**src/rtl/pc_seq_ctrl.sv**
```systemverilog
// Fetch-stage program-counter sequencer: PC register, writable branch-target
// table, call/return stack and IDLE/RUN/HALT run control.
//
// Control inputs are qualified only by stall. Whenever stall is low at a
// rising edge, the decoder controls take effect at that edge. Whenever stall
// is high, the decoder must hold them, and they are ignored.
module pc_seq_ctrl #(
    parameter int D           = 12,
    parameter int STACK_DEPTH = 4
) (
    input  logic         clk,
    input  logic         reset,
    input  logic         start,
    input  logic         stall,
    input  logic         halt_in,
    input  logic         branch_en,
    input  logic         call_en,
    input  logic         ret_en,
    input  logic [3:0]   branch_addr,
    input  logic         cfg_we,
    input  logic [3:0]   cfg_addr,
    input  logic [D-1:0] cfg_data,
    output logic [D-1:0] pc,
    output logic         fetch_valid,
    output logic         flush,
    output logic         done,
    output logic         stack_err,
    output logic [1:0]   state_dbg
);

    localparam int SPW = $clog2(STACK_DEPTH + 1);
    localparam int IW  = (STACK_DEPTH > 1) ? $clog2(STACK_DEPTH) : 1;
    localparam logic [D-1:0]   PC_ONE = 1;
    localparam logic [SPW-1:0] SP_ONE = 1;
    localparam logic [SPW-1:0] SP_FULL = STACK_DEPTH[SPW-1:0];

    typedef enum logic [1:0] {
        IDLE = 2'd0,
        RUN  = 2'd1,
        HALT = 2'd2
    } state_t;

    state_t         state_q, state_d;
    logic [D-1:0]   tbl   [16];
    logic [D-1:0]   stack [STACK_DEPTH];
    logic [SPW-1:0] sp;

    logic [D-1:0] pc_d, pc_inc, target, top;
    logic         flush_d, push, pop, err_set, clr_stack, full, empty;

    assign pc_inc    = pc + PC_ONE;
    assign target    = tbl[branch_addr];
    assign full      = (sp == SP_FULL);
    assign empty     = (sp == '0);
    assign top       = stack[IW'(sp - SP_ONE)];
    assign state_dbg = state_q;

    always_comb begin
        state_d   = state_q;
        pc_d      = pc;
        flush_d   = flush;
        push      = 1'b0;
        pop       = 1'b0;
        err_set   = 1'b0;
        clr_stack = 1'b0;
        if (!stall) begin
            flush_d = 1'b0;
            case (state_q)
                IDLE: begin
                    pc_d = '0;
                    if (start) state_d = RUN;
                end
                RUN: begin
                    if (halt_in) begin
                        state_d = HALT;
                    end else if (ret_en) begin
                        // Underflow falls through to a plain increment.
                        if (empty) begin
                            err_set = 1'b1;
                            pc_d    = pc_inc;
                        end else begin
                            pop     = 1'b1;
                            pc_d    = top;
                            flush_d = 1'b1;
                        end
                    end else if (call_en) begin
                        if (full) begin
                            err_set = 1'b1;
                            pc_d    = pc_inc;
                        end else begin
                            push    = 1'b1;
                            pc_d    = target;
                            flush_d = 1'b1;
                        end
                    end else if (branch_en) begin
                        pc_d    = target;
                        flush_d = 1'b1;
                    end else begin
                        pc_d = pc_inc;
                    end
                end
                HALT: begin
                    if (start) begin
                        state_d   = IDLE;
                        pc_d      = '0;
                        clr_stack = 1'b1;
                    end
                end
                default: state_d = IDLE;
            endcase
        end
    end

    always_ff @(posedge clk) begin
        if (!reset) begin
            state_q     <= IDLE;
            pc          <= '0;
            flush       <= 1'b0;
            done        <= 1'b0;
            stack_err   <= 1'b0;
            fetch_valid <= 1'b0;
            sp          <= '0;
        end else begin
            state_q     <= state_d;
            pc          <= pc_d;
            flush       <= flush_d;
            done        <= (state_d == HALT);
            // Registered from the stall seen at this edge: one bubble after release.
            fetch_valid <= (state_d == RUN) && !stall;
            if (err_set) stack_err <= 1'b1;
            if (clr_stack)  sp <= '0;
            else if (push)  sp <= sp + SP_ONE;
            else if (pop)   sp <= sp - SP_ONE;
        end
    end

    // Stack storage needs no reset: entries above sp are never read.
    always_ff @(posedge clk) begin
        if (reset && push) stack[IW'(sp)] <= pc_inc;
    end

    always_ff @(posedge clk) begin
        if (!reset) begin
            for (int i = 0; i < 16; i++) tbl[i] <= (i < 4) ? D'(13 + 12 * i) : '0;
        end else if (cfg_we) begin
            tbl[cfg_addr] <= cfg_data;
        end
    end

endmodule
```
**config.mk**
```make
export PLATFORM = sky130hd
export DESIGN_NAME = pc_seq_ctrl
export DESIGN_NICKNAME = d
export VERILOG_FILES = /design/src/rtl/pc_seq_ctrl.sv
export SDC_FILE = /design/constraint.sdc
export NUM_CORES = 1
export LEC_CHECK = 0
export ABC_AREA = 1
export BUFFER_PORTS_ARGS = -buffer_cell sky130_fd_sc_hd__buf_2
export CAP_MARGIN = 20
export CORE_MARGIN = 5
export CORE_UTILIZATION = 58
export CTS_BUF_LIST = sky130_fd_sc_hd__clkbuf_8
export DETAILED_ROUTE_END_ITERATION = 6
export HOLD_SLACK_MARGIN = 0.1
export PLACE_DENSITY = 0.89
export SLEW_MARGIN = 0
export SYNTH_ARGS = -nofsm -noshare
export SYNTH_HDL_FRONTEND = slang
export SYNTH_SLANG_ARGS = --single-unit
```
**constraint.sdc**
```tcl
create_clock -name clk -period 2.5 [get_ports clk]
set_input_delay 0.25 -clock clk [delete_from_list [all_inputs] [get_ports clk]]
set_output_delay 0.25 -clock clk [all_outputs]
set_load 0.005 [all_outputs]
```
Yosys cells after proc, flatten, opt, wreduce, memory -nomap -nowiden
Memory sizes are Yosys's and may differ from the RTL's.
Cells that the tools add are included.
{"block": "classes", "n_reduce_logical": 10, "n_mux": 50, "n_bitwise": 2, "n_addsub": 3, "eq_ne": 7}
{"op": "$mux W12", "count": 8}
{"op": "$pmux W12 S3", "count": 1}
{"op": "$mux W1", "count": 33}
{"op": "$add A12 B1 Y12 const B", "count": 1}
{"op": "$reduce_or A12 Y1", "count": 1}
{"op": "$mux W2", "count": 4}
{"op": "$mux W3", "count": 2}
{"op": "$pmux W2 S3", "count": 1}
{"op": "$eq A2 B1 Y1 const B", "count": 2}
{"op": "$eq A2 B2 Y1 const B", "count": 2}
{"op": "$mux W4", "count": 1}
{"op": "$ne A2 B2 Y1 const B", "count": 2}
{"op": "$reduce_and A4 Y1", "count": 1}
{"op": "$add A3 B1 Y3 const B", "count": 1}
{"op": "$eq A3 B3 Y1 const B", "count": 1}
{"op": "$logic_not A3 Y1", "count": 1}
{"op": "$reduce_bool A3 Y1", "count": 1}
{"op": "$sub A3 B1 Y3 const B", "count": 1}
{"op": "$logic_and A1 B1 Y1", "count": 2}
{"op": "$logic_not A2 Y1", "count": 1}
{"op": "$not A1 Y1", "count": 2}
{"op": "$reduce_bool A2 Y1", "count": 1}
{"op": "$reduce_or A2 Y1", "count": 1}
{"op": "$logic_not A1 Y1", "count": 1}
{"block": "word_totals", "elab_cells": 81, "mem_count": 2, "mem_bits_rw": 240, "regBits": 21}
{"memory": "tbl", "depth": 16, "width": 12, "read_ports": 1, "rd_clocked_by_memory_dff": 0, "wr": 16, "line_no": "44", "source": "logic [D-1:0] tbl [16];"}
{"memory": "stack", "depth": 4, "width": 12, "read_ports": 1, "rd_clocked_by_memory_dff": 0, "wr": 1, "line_no": "45", "source": "logic [D-1:0] stack [STACK_DEPTH];"}

Depth between registers and ports, before layout
Gate-level depths: netlist of run 1.
{"block": "logic_depth", "ltp_word": 10, "mapped_depth": 14, "depth_no_buf": 13}

Least setup slack after synthesis of run 1
OpenSTA, ideal clock, no wires.
{"block": "synth_timing", "path_kind": "reg2reg", "from": "register sp[0]", "to": "memory stack[1][0] (enable)", "period_less_slack_ns": 2.384, "arrival_time_ns": 2.004, "setup_slack_ns": 0.116, "stages_incl_launch_ff": 10, "required_time_ns": 2.120, "n_path_buf": 2, "cell_sequence": "dfxtp_1 -> buf_2 -> inv_2 -> buf_2 -> ha_1 -> nand2_1 -> nand3_1 -> nor2_1 -> nand2_1 -> nor2_1"}
{"block": "synth_via", "elab_chain_cells": 10}
{"item": "start: declaration", "line_no": "46", "source": "logic [SPW-1:0] sp;"}
{"item": "start signal: assignment", "line_no": "132", "source": "else if (push) sp <= sp + SP_ONE;"}
{"item": "start signal: assignment", "line_no": "133", "source": "else if (pop) sp <= sp - SP_ONE;"}
{"item": "$eq A3 B3 Y1", "line_no": "53", "source": "assign full = (sp == SP_FULL);"}
{"item": "$mux W1", "line_no": "87", "source": "if (full) begin"}
{"item": "$mux W1", "line_no": "86", "source": "end else if (call_en) begin"}
{"item": "$mux W1", "line_no": "76", "source": "end else if (ret_en) begin"}
{"item": "$mux W1", "line_no": "74", "source": "if (halt_in) begin"}
{"item": "$mux W1", "line_no": "68", "source": "case (state_q)"}
{"item": "$mux W1", "line_no": "66", "source": "if (!stall) begin"}
{"item": "$logic_and A1 B1 Y1", "line_no": "139", "source": "if (reset && push) stack[IW'(sp)] <= pc_inc;"}
{"item": "$mux W1", "line_no": "139"}
{"item": "$mux W1 (implied by the code)", "line_no": "139"}
{"item": "end: declaration", "line_no": "45"}
Parallel ways exist; a longest one is shown, timed or not.

Worst setup path after layout of run 1
{"block": "layout_timing", "from": "register sp[1]", "to": "memory stack[3][1] (enable)"}
Same word-level chain as after synthesis.

==> results of run 1 <==
through the flow:
stage | total power, mW | std cells
6_report | 9.11 | 1700
5_1_grt | 9.40 | 1700
4_1_cts | 9.10 | 1700
3_5_place_dp | 5.80 | 1623
3_3_place_gp | 5.77 | 1623
2_1_floorplan | 5.55 | 1345
cell type report:
type	count	area [sq um]
repair buffers	82	531
fillers	1596	7430
flip-flops and latches	261	7630
clock inverters	30	129
inverters	131	494
well taps	275	344
multi-input cells	875	3770
clock buffers	46	633
layer usage:
metal  wire length, um  share of wire
met5                11        0.00035
met4              1560          0.050
met3              3610           0.11
met2             15100           0.48
met1             11200           0.36
timing repair:
item | 4_1_cts | 5_1_grt
buffers inserted | 0 | 0
endpoints found under the hold margin | 6 | 0
hold buffers | 1 | 0
kinds of logic after synthesis:
| kind of cell | Yosys count | synth area share |
|---|---|---|
| AO/OA/AOI/OAI | 85 | 0.0394 |
| XOR/XNOR | 7 | 0.00498 |
| flip-flops | 261 | 0.619 |
| buffers and inverters | 209 | 0.0748 |
| adder cells (fa/ha/maj) | 6 | 0.00610 |
| AND/OR/NAND/NOR | 777 | 0.255 |
flip-flops by register name, indices dropped and copies added, names as in the netlist:
register	cells
done	1
fetch_valid	1
flush	1
pc	12
sp	3
stack	48
stack_err	1
state_dbg	2
tbl	192
synth_stat cells (2+ instances only):
master    instances  area (sq um)
nand2_1         348          1310
nor2_1          260           976
edfxtp_1        240          7210
nand3_1         153           766
inv_1           124           465
o21ai_0          44           220
buf_2            32           160
clkbuf_1         28           105
dfxtp_1          21           420
a21oi_1          16          80.1
buf_6             9           101
o22ai_1           8          50.1
nor3_1            7          35.0
ha_1              6          75.1
xor2_1            6          52.6
inv_2             5          18.8
a21oi_2           4          35.0
buf_1             4          15.0
buf_4             4          30.0
o211ai_1          4          30.0
nand4_1           3          18.8
or2_2             3          18.8
a211oi_1          2          15.0
o21a_1            2          15.0
o221ai_1          2          17.5
cell usage in the layout (no fill, tap or decap):
| cell | instances |
|---|---|
| nand2_1 | 348 |
| nor2_1 | 260 |
| edfxtp_1 | 240 |
| nand3_1 | 153 |
| inv_1 | 142 |
| clkbuf_8 | 46 |
| buf_2 | 45 |
| o21ai_0 | 44 |
| buf_4 | 34 |
| dfxtp_1 | 21 |
| a21oi_1 | 16 |
| o22ai_1 | 8 |
| nor3_1 | 7 |
| clkinv_1 | 7 |
| xor2_1 | 6 |
| ha_1 | 6 |
| inv_2 | 5 |
| o211ai_1 | 4 |
| a21oi_2 | 4 |
| nand4_1 | 3 |
| or2_2 | 3 |
| clkinv_2 | 3 |
| a211oi_1 | 2 |
| o21a_1 | 2 |
| o221ai_1 | 2 |
| clkinvlp_4 | 2 |
| buf_12 | 2 |
| a31oi_1 | 1 |
| xnor2_1 | 1 |
| and2_1 | 1 |
| inv_4 | 1 |
| o21ai_2 | 1 |
| nor2_4 | 1 |
| nand3b_1 | 1 |
| o31ai_1 | 1 |
| inv_6 | 1 |
| dlygate4sd3_1 | 1 |
worst paths after layout:
| check | startpoint | end | slack [ns] | cells after the start |
|---|---|---|---|---|
| setup reg to reg | sp[1]$_SDFFE_PP0P_ | stack[3][1]$_DFFE_PP_ | 0.54 | 8 |
| hold / removal | start | fetch_valid$_SDFF_PN0_ | 0.12 | 5 |
| hold reg to reg | flush$_SDFFE_PN0N_ | flush$_SDFFE_PN0N_ | 0.46 | 2 |
| setup / recovery | sp[1]$_SDFFE_PP0P_ | stack[3][1]$_DFFE_PP_ | 0.54 | 8 |
critical path, cell delays in order, from the launching register on:
cell     delay, ns
dfxtp_1       0.35
inv_1         0.10
ha_1          0.21
nand2_1       0.07
nand3_1       0.11
nor2_1        0.27
nand2_1       0.16
nor2_1        0.12
buf_4         0.25
power by group through the flow:
stage | clock, mW | sequential, mW | combinational (mW)
6_report | 3.38 | 5.00 | 0.739
5_1_grt | 3.58 | 5.01 | 0.804
4_1_cts | 3.38 | 5.00 | 0.720
3_5_place_dp | 0 | 5.09 | 0.711
3_3_place_gp | 0 | 5.07 | 0.694
2_1_floorplan | 0 | 5.07 | 0.483
==> impl_metrics.json, run 1 <==
{
  "synth-main-ff-cell": "edfxtp_1",
  "crit_arrival_ns": 2.21,
  "power_switching_mw": 2.29,
  "design.portCount": 47,
  "seqPwrFrac": 0.548,
  "clk-insertion-delay-late_ns": 0.56,
  "cts_root_buffer": "clkbuf_8",
  "cts_buffer_depth": 3,
  "worstPathMaxFanout": 12,
  "clk_pin_slew_worst_paths_ns": 0.06,
  "design.die.area_sq_mm": 0.0242,
  "worstMarginPinSlew_ns": 0.866,
  "avgViaCountPerCell": 5.73,
  "total_internal_power_mw": 6.82,
  "hold_violations": 0,
  "synth-seq-cells": 261,
  "setup_viol_count_final": 0,
  "grt_overflow": 0,
  "starting_density": 0.588,
  "clkPwrFrac": 0.371,
  "nets": 1428,
  "post_route_cells_drive_above_1_share": 0.104,
  "yosysWarningCount": 0,
  "dpl.hpwl_mm": 20.3,
  "grt_pass1_vias": 9238,
  "synthesis.area_sq_mm": 0.0123,
  "grt_start_max_net_pins": 104,
  "antenna_violating_nets_post_route": 0,
  "use_met1": 0.339,
  "floorplan.die.width_um": 156,
  "finalWorstSetupSlack_ns": 0.537,
  "switching_share": 0.251,
  "critPathCaptureType": "flop",
  "outcome": "finished, violations left",
  "grt.met3_usage": 0.0502,
  "cts-buffers-inserted": 42,
  "final_area_sq_mm": 0.0135,
  "count_of_flip_flops_with_a_built_in_enable_after_synthesis": 240,
  "fin_setup_tns_ns": 0,
  "post_route_drc_violation_count": 3,
  "drv_cap": 0,
  "gpl.final_weighted_congestion": 1.04,
  "drt-initial-drc-count": 1119,
  "timing_max_transition_violations_final": 0,
  "placement_rows": 53,
  "violations": "DRC",
  "first_pass_grt_wire_length_mm": 49.1,
  "initial_antenna_violation_count": 1,
  "place.port_buffers": 46,
  "critPathLaunchType": "flop",
  "post_cts.resized_instances": 0,
  "finish.utilization": 0.645,
  "num_antenna_cells": 0,
  "cp.required_ns": 2.75,
  "place_ws_ns": 0.393,
  "synth_area_per_cell_sq_um": 9.16,
  "clock_sink_count": 261,
  "vias": 9747,
  "chipHeight_um": 156,
  "period_needed_ns": 1.96,
  "holdWs_ns": 0.116,
  "worstSetupPathType": "reg -> reg",
  "area.growth.synth_to_final_pct": 9.82,
  "cellLeakagePower_nw": 5.83,
  "worst_clock_skew_ns": 0.0232,
  "rsz_0062_raised_after_global_routing": "no",
  "mapped_nets": 1380,
  "wl_mm": 31.6,
  "timing.slew.headroom": 0.422,
  "avgRoutedWirePerCell_um": 18.6,
  "synthDistinctLibCells": 35,
  "dr.pass1.iters": 7,
  "grt_busiest_layer": "met2",
  "ys_seq_area_frac": 0.619,
  "fmaxAchievable_mhz": 510,
  "post-route-period-util": 0.785,
  "hold_path_class": "in -> reg",
  "floorplan.core_area_sq_mm": 0.0210,
  "tritoncts": "done",
  "placed_area_sq_mm": 0.0128,
  "netlist_instances": 1345,
  "cts_max_level": 2,
  "global_route.usage.met2": 0.426,
  "p_per_area_mw_per_mm2": 674,
  "grt.total_usage": 0.262,
  "peakVddDrop_mv": 0.484,
  "postSynth.asyncResetShare": 0,
  "power.share.combinational": 0.081
}
(Power assumes the default switching activity.)
==> run 2: changes to the inputs <==
- CORE_UTILIZATION: 58 -> 60
- clock period: 2.5 -> 2 ns (I/O delays scaled with it)
==> run 2 against run 1 <==
Largest power group unchanged. Sequential share of layout area decreased by 1.0 points. Core utilization increased by 3.6 points. Cell count is 0.59% higher. Power up 25%. The flow now finishes without violations.
==> impl_metrics.json, run 2 (synthesis gave the netlist of run 1 again) <==
{
  "worstPathCellList": "inv_1 -> nand4_1 -> nor2_4 -> nand2_4 -> nor2_4",
  "drt-initial-drc-count": 1445,
  "avgRoutedWirePerCell_um": 19.1,
  "dp_cell_count": 1637,
  "grt_pass1_vias": 9485,
  "cp_slowest_stage_delay_ns": 0.41,
  "antenna_violating_nets_post_route": 0,
  "design.die.area_sq_mm": 0.0235,
  "post_route_drc_violation_count": 0,
  "fin_setup_tns_ns": 0,
  "clk_pin_slew_worst_paths_ns": 0.06,
  "holdCritStartpoint": "cfg_data[4]",
  "worst_path_most_repeated_cell": "nor2_4",
  "number_of_flip_flops_in_the_largest_register": 192,
  "power_switching_mw": 2.86,
  "outcome": "finished clean",
  "gpl.final_weighted_congestion": 0.913,
  "starting_density": 0.609,
  "total_internal_power_mw": 8.53,
  "cp.required_ns": 2.20,
  "timing.slew.headroom": 0.506,
  "crit_family": "simple AND/OR/NAND/NOR gates",
  "timing_max_transition_violations_final": 0,
  "most_frequent_cells_in_the_layout": "nand2_1, nor2_1, edfxtp_1",
  "crit_arrival_ns": 2.12,
  "cts_root_buffer": "clkbuf_8",
  "switching_share": 0.251,
  "grt_overflow": 0,
  "floorplan.core_area_sq_mm": 0.0202,
  "area.growth.synth_to_final_pct": 11.9,
  "tritoncts": "done",
  "crit_buf_inv": 1,
  "vias": 9920,
  "num_antenna_cells": 0,
  "placement_rows": 52,
  "floorplan.die.width_um": 153,
  "avgViaCountPerCell": 5.80,
  "drv_cap": 0,
  "final_cell_count_no_fill": 1710,
  "clkPwrFrac": 0.364,
  "most_common_cell_after_layout_fill_and_taps_aside": "nand2_1",
  "rsz_0062_raised_after_global_routing": "no",
  "critPathLaunchType": "flop",
  "initial_antenna_violation_count": 1,
  "clk-insertion-delay-late_ns": 0.55,
  "chipHeight_um": 153,
  "worstPathMaxFanout": 12,
  "rr_startpoint": "state_dbg[1]$_SDFF_PN0_",
  "worst_clock_skew_ns": 0.0278,
  "period_needed_ns": 1.92,
  "post_cts_setup_repair_bufs": 0,
  "reg.largest.list": "tbl: 192 flops, stack: 48 flops, pc: 12 flops",
  "wl_mm": 32.7,
  "cts_max_level": 2,
  "design.portCount": 47,
  "holdWs_ns": 0.158,
  "first_pass_grt_wire_length_mm": 50.5,
  "hold_violations": 0,
  "peakVddDrop_mv": 0.551,
  "cellLeakagePower_nw": 5.94,
  "critPathCaptureType": "flop",
  "fmaxAchievable_mhz": 520,
  "place.port_buffers": 46,
  "timing.critical_path.from": "state_dbg[1]$_SDFF_PN0_",
  "nets": 1447,
  "hold_path_class": "in -> reg",
  "grt.total_usage": 0.273,
  "p_per_area_mw_per_mm2": 826,
  "worstMarginPinSlew_ns": 0.741,
  "post-route-period-util": 0.962,
  "post_route_cells_drive_above_1_share": 0.124,
  "cts-buffers-inserted": 41,
  "crit_slowest_cell": "nor2_4",
  "dr.pass1.iters": 6,
  "worstSetupPathType": "reg -> reg",
  "seqPwrFrac": 0.549,
  "power.share.combinational": 0.087,
  "setup_viol_count_final": 0,
  "clock_sink_count": 261,
  "dpl.hpwl_mm": 21.4,
  "top_register": "tbl",
  "finish.utilization": 0.681,
  "cts_buffer_depth": 3,
  "grt_start_max_net_pins": 51
}
run 2: layout make-up:
class	count	area (sq um)
flip-flops and latches	261	7630
fillers	1472	6450
multi-input cells	875	3830
repair buffers	102	749
clock buffers	45	619
inverters	131	498
well taps	270	338
clock inverters	26	118
run 2: timing repair:
action / 4_1_cts / 5_1_grt
hold buffers: 2 / 0
gates resized for setup: 0 / 4
endpoints found under the hold margin: 6 / 0
endpoints found under the setup margin: 0 / 5
run 2: worst register-to-register path: stages, from the launching register on:
cell	delay [ns]
dfxtp_1	0.36
inv_1	0.14
nand4_1	0.27
nor2_4	0.27
nand2_4	0.13
nor2_4	0.41
run 2: through the flow:
step | power [mW] | setup WS [ns] | instance area [sq um]
2_1_floorplan | 6.94 | 0.0238 | 12400
3_3_place_gp | 7.27 | 0.166 | 13000
3_5_place_dp | 7.31 | 0.116 | 13000
4_1_cts | 11.3 | 0.0767 | 13800
5_1_grt | 11.7 | 0.00661 | 13800
6_report | 11.4 | 0.0759 | 13800
run 2: worst paths after layout:
| check | to | slack, ns | cells past startpoint |
|---|---|---|---|
| hold reg to reg | stack_err$_SDFFE_PN0P_ | 0.47 | 1 |
| setup reg to reg | stack[0][0]$_DFFE_PP_ | 0.08 | 5 |
| hold / removal | tbl[3][4]$_SDFFCE_PN1P_ | 0.16 | 4 |
| setup / recovery | stack[0][0]$_DFFE_PP_ | 0.08 | 5 |
run 2: layer usage:
layer	wire length (um)	GRT usage	share of wire	vias up
li1	-	-	-	4521
met1	12100	0.353	0.37	4603
met2	15500	0.453	0.47	677
met3	3550	0.0492	0.11	117
met4	1610	0.126	0.049	2
met5	13	0	0.00040	-
run 2: power groups by stage:
stage | sequential (mW) | clock (mW) | combinational [mW]
finish | 6.25 | 4.15 | 0.992
floorplan | 6.33 | 0 | 0.606
global placement | 6.34 | 0 | 0.929
CTS | 6.24 | 4.14 | 0.963
detailed placement | 6.36 | 0 | 0.955
global route | 6.26 | 4.38 | 1.07
==> run 3: changes to the inputs <==
- ABC_AREA: 1 -> not set
- SLEW_MARGIN: 0 -> 15
- TNS_END_PERCENT: not set -> 100
==> run 3 against run 2 <==
Core utilization is 1.3 points higher. Critical path depth up 2. Wire length decreased by 10%. Power fell by 2.0%. Clock power fell by 4%. Die area is 1.1% lower. Worst setup slack worse by 0.021 ns. Hold slack improved by 0.014 ns. Largest cell class unchanged. Highest routed layer is now met4.
==> impl_metrics.json, run 3 <==
{
  "rsz_0062_raised_after_global_routing": "no",
  "clock_sink_count": 261,
  "p_per_area_mw_per_mm2": 799,
  "cts_root_buffer": "clkbuf_8",
  "grt_start_max_net_pins": 23,
  "gpl.final_weighted_congestion": 0.897,
  "synthTopCellsByCount": "edfxtp_1, and2_1, mux4_2",
  "grt.total_usage": 0.255,
  "dpl.hpwl_mm": 19.9,
  "r2r_cells": 7,
  "antenna_violating_nets_post_route": 0,
  "num_antenna_cells": 0,
  "placement_rows": 52,
  "critPathLaunchType": "flop",
  "mapped_nets": 892,
  "initial_antenna_violation_count": 0,
  "leading_post_synthesis_cells_by_cell_area": "edfxtp_1, mux4_2, and2_1",
  "cellLeakagePower_nw": 5.08,
  "outcome": "finished clean",
  "placed_area_sq_mm": 0.0132,
  "seq_area_sq_mm": 0.00763,
  "grt_overflow": 0,
  "timing.slew.headroom": 0.388,
  "cts-buffers-inserted": 41,
  "period_needed_ns": 1.95,
  "synth_area_per_cell_sq_um": 14.2,
  "post_synth_and_or_nand_nor_area_fraction": 0.160,
  "area_occupied_by_multi_input_gates_sq_mm": 0.00426,
  "synth_compound_gate_area_share": 0.0472,
  "synth_top_family_by_area": "simple AND/OR/NAND/NOR gates",
  "yosysWarningCount": 0,
  "synth-main-ff-cell": "edfxtp_1",
  "post_route_drc_violation_count": 0,
  "starting_density": 0.605,
  "yosys.area.top_type_share": 0.592,
  "synth-xor-area-share": 0.00792,
  "clk_pin_slew_worst_paths_ns": 0.06,
  "floorplan.die.width_um": 152,
  "wl_mm": 29.3,
  "place.port_buffers": 46,
  "hold_violations": 0,
  "worstSetupPathType": "reg -> reg",
  "global_route.usage.met2": 0.416,
  "fmaxAchievable_mhz": 514,
  "avgViaCountPerCell": 6.19,
  "peakVddDrop_mv": 0.727,
  "floorplan.core_area_sq_mm": 0.0201,
  "final_area_sq_mm": 0.0140,
  "fillers": 1270,
  "drt-initial-drc-count": 881,
  "number_of_flip_flops_in_the_largest_register": 192,
  "clk-insertion-delay-late_ns": 0.55,
  "worstHoldPathCells": 2,
  "vias": 7832,
  "synthAdderAreaFrac": 0.00617,
  "netlist_instances": 857,
  "cp.required_ns": 2.47,
  "synthDistinctLibCells": 60,
  "use_met1": 0.332,
  "nets": 1002,
  "worst_clock_skew_ns": 0.0217,
  "tritoncts": "done",
  "grt_busiest_layer": "met2",
  "cts_max_level": 2,
  "ys_seq_area_frac": 0.627,
  "area.growth.synth_to_final_pct": 14.7,
  "postSynth.asyncResetShare": 0,
  "design.die.area_sq_mm": 0.0232,
  "worstPathMaxFanout": 4,
  "count_of_flip_flops_with_a_built_in_enable_after_synthesis": 240,
  "grt_pass1_vias": 8060,
  "yosys.cell_count.top_type": "edfxtp_1",
  "timing_max_transition_violations_final": 0,
  "chipHeight_um": 152,
  "post-route-period-util": 0.973,
  "place_ws_ns": -0.0941,
  "synthesis.area_sq_mm": 0.0122,
  "post_route_cells_drive_above_1_share": 0.268,
  "most_frequent_cells_in_the_layout": "edfxtp_1, and2_1, buf_4",
  "hold_path_class": "in -> reg",
  "worstPathCellList": "inv_8 -> ha_4 -> and3_4 -> or2_4 -> or4_1 -> a21o_1 -> a211oi_2",
  "netlist.top_cell.by_area": "edfxtp_1",
  "drv_cap": 0,
  "crit_slowest_cell": "or4_1",
  "finalWorstSetupSlack_ns": 0.0549,
  "synth-seq-cells": 261,
  "critPathCaptureType": "flop",
  "avgRoutedWirePerCell_um": 23.1,
  "design.portCount": 47,
  "reg.largest.list": "tbl: 192 flops, stack: 48 flops, pc: 12 flops",
  "holdWs_ns": 0.172,
  "crit_arrival_ns": 2.41,
  "setup_viol_count_final": 0,
  "dr.pass1.iters": 5,
  "cp_slowest_stage_delay_ns": 0.50,
  "fin_setup_tns_ns": 0,
  "most_common_cell_after_layout_fill_and_taps_aside": "edfxtp_1",
  "cts_buffer_depth": 3,
  "power_mw": 11.2,
  "grt.met3_usage": 0.0645,
  "worstMarginPinSlew_ns": 0.915,
  "synth.area.mux_share": 0.125,
  "top_register": "tbl",
  "first_pass_grt_wire_length_mm": 45.9
}
-- run 3: layout make-up --
type	count	share of cell area
sequential	261	0.547
inverter	9	0.00296
timing repair buffer	133	0.0699
tap	270	0.0242
clock inverter	30	0.00933
clock buffer	42	0.0414
multi-input combinational	521	0.305
-- run 3: kinds of logic (layout without fill, tap and decap cells) --
logic type | Yosys count | after routing
AND/OR/NAND/NOR | 336 | 336
adder cells (fa/ha/maj) | 6 | 6
multiplexers | 80 | 80
flip-flops | 261 | 261
buffers and inverters | 75 | 214
AO/OA/AOI/OAI | 88 | 88
XOR/XNOR | 11 | 11
-- run 3: critical path: cells and delay by family (launching register included) --
| family | cells | cell delay, ns |
|---|---|---|
| compound gates | 2 | 0.37 |
| fa+ha+maj | 1 | 0.15 |
| buf+inv | 1 | 0.04 |
| flops | 1 | 0.38 |
| simple gates | 3 | 0.92 |
-- run 3: metrics by stage --
step	utilization	instances
2_1_floorplan	-	857
3_3_place_gp	0.654	1187
3_5_place_dp	0.654	1187
4_1_cts	0.692	1264
5_1_grt	0.694	1266
6_report	0.694	1266
-- run 3: repair_timing --
item | 4_1_cts | 5_1_grt
endpoints found under the setup margin | 3 | 15
pin swaps | 0 | 1
endpoints found under the hold margin | 7 | 0
hold buffers | 5 | 0
setup buffers | 0 | 2
gates resized for setup | 1 | 10
-- run 3: path summary, 6_finish.rpt --
check	startpoint	to	slack, ns
max	sp[0]$_SDFFE_PP0P_	pc[2]$_SDFFE_PN0P_	0.05
min	cfg_data[3]	tbl[0][3]$_SDFFCE_PN1P_	0.17
max reg2reg	sp[0]$_SDFFE_PP0P_	pc[2]$_SDFFE_PN0P_	0.05
min reg2reg	stack_err$_SDFFE_PN0P_	stack_err$_SDFFE_PN0P_	0.49
-- run 3: where the power goes --
part / internal, mW / total, mW / switching (mW)
clock network: 1.96 / 3.99 / 2.04
registers: 6.17 / 6.25 / 0.0795
logic: 0.392 / 0.909 / 0.516
-- run 3: routing by layer --
metal,up-vias,share of wire,wire length [um]
met5,-,0,0
li1,3434,-,-
met1,3828,0.36,10600
met4,0,0.037,1090
met3,87,0.11,3260
met2,483,0.49,14400
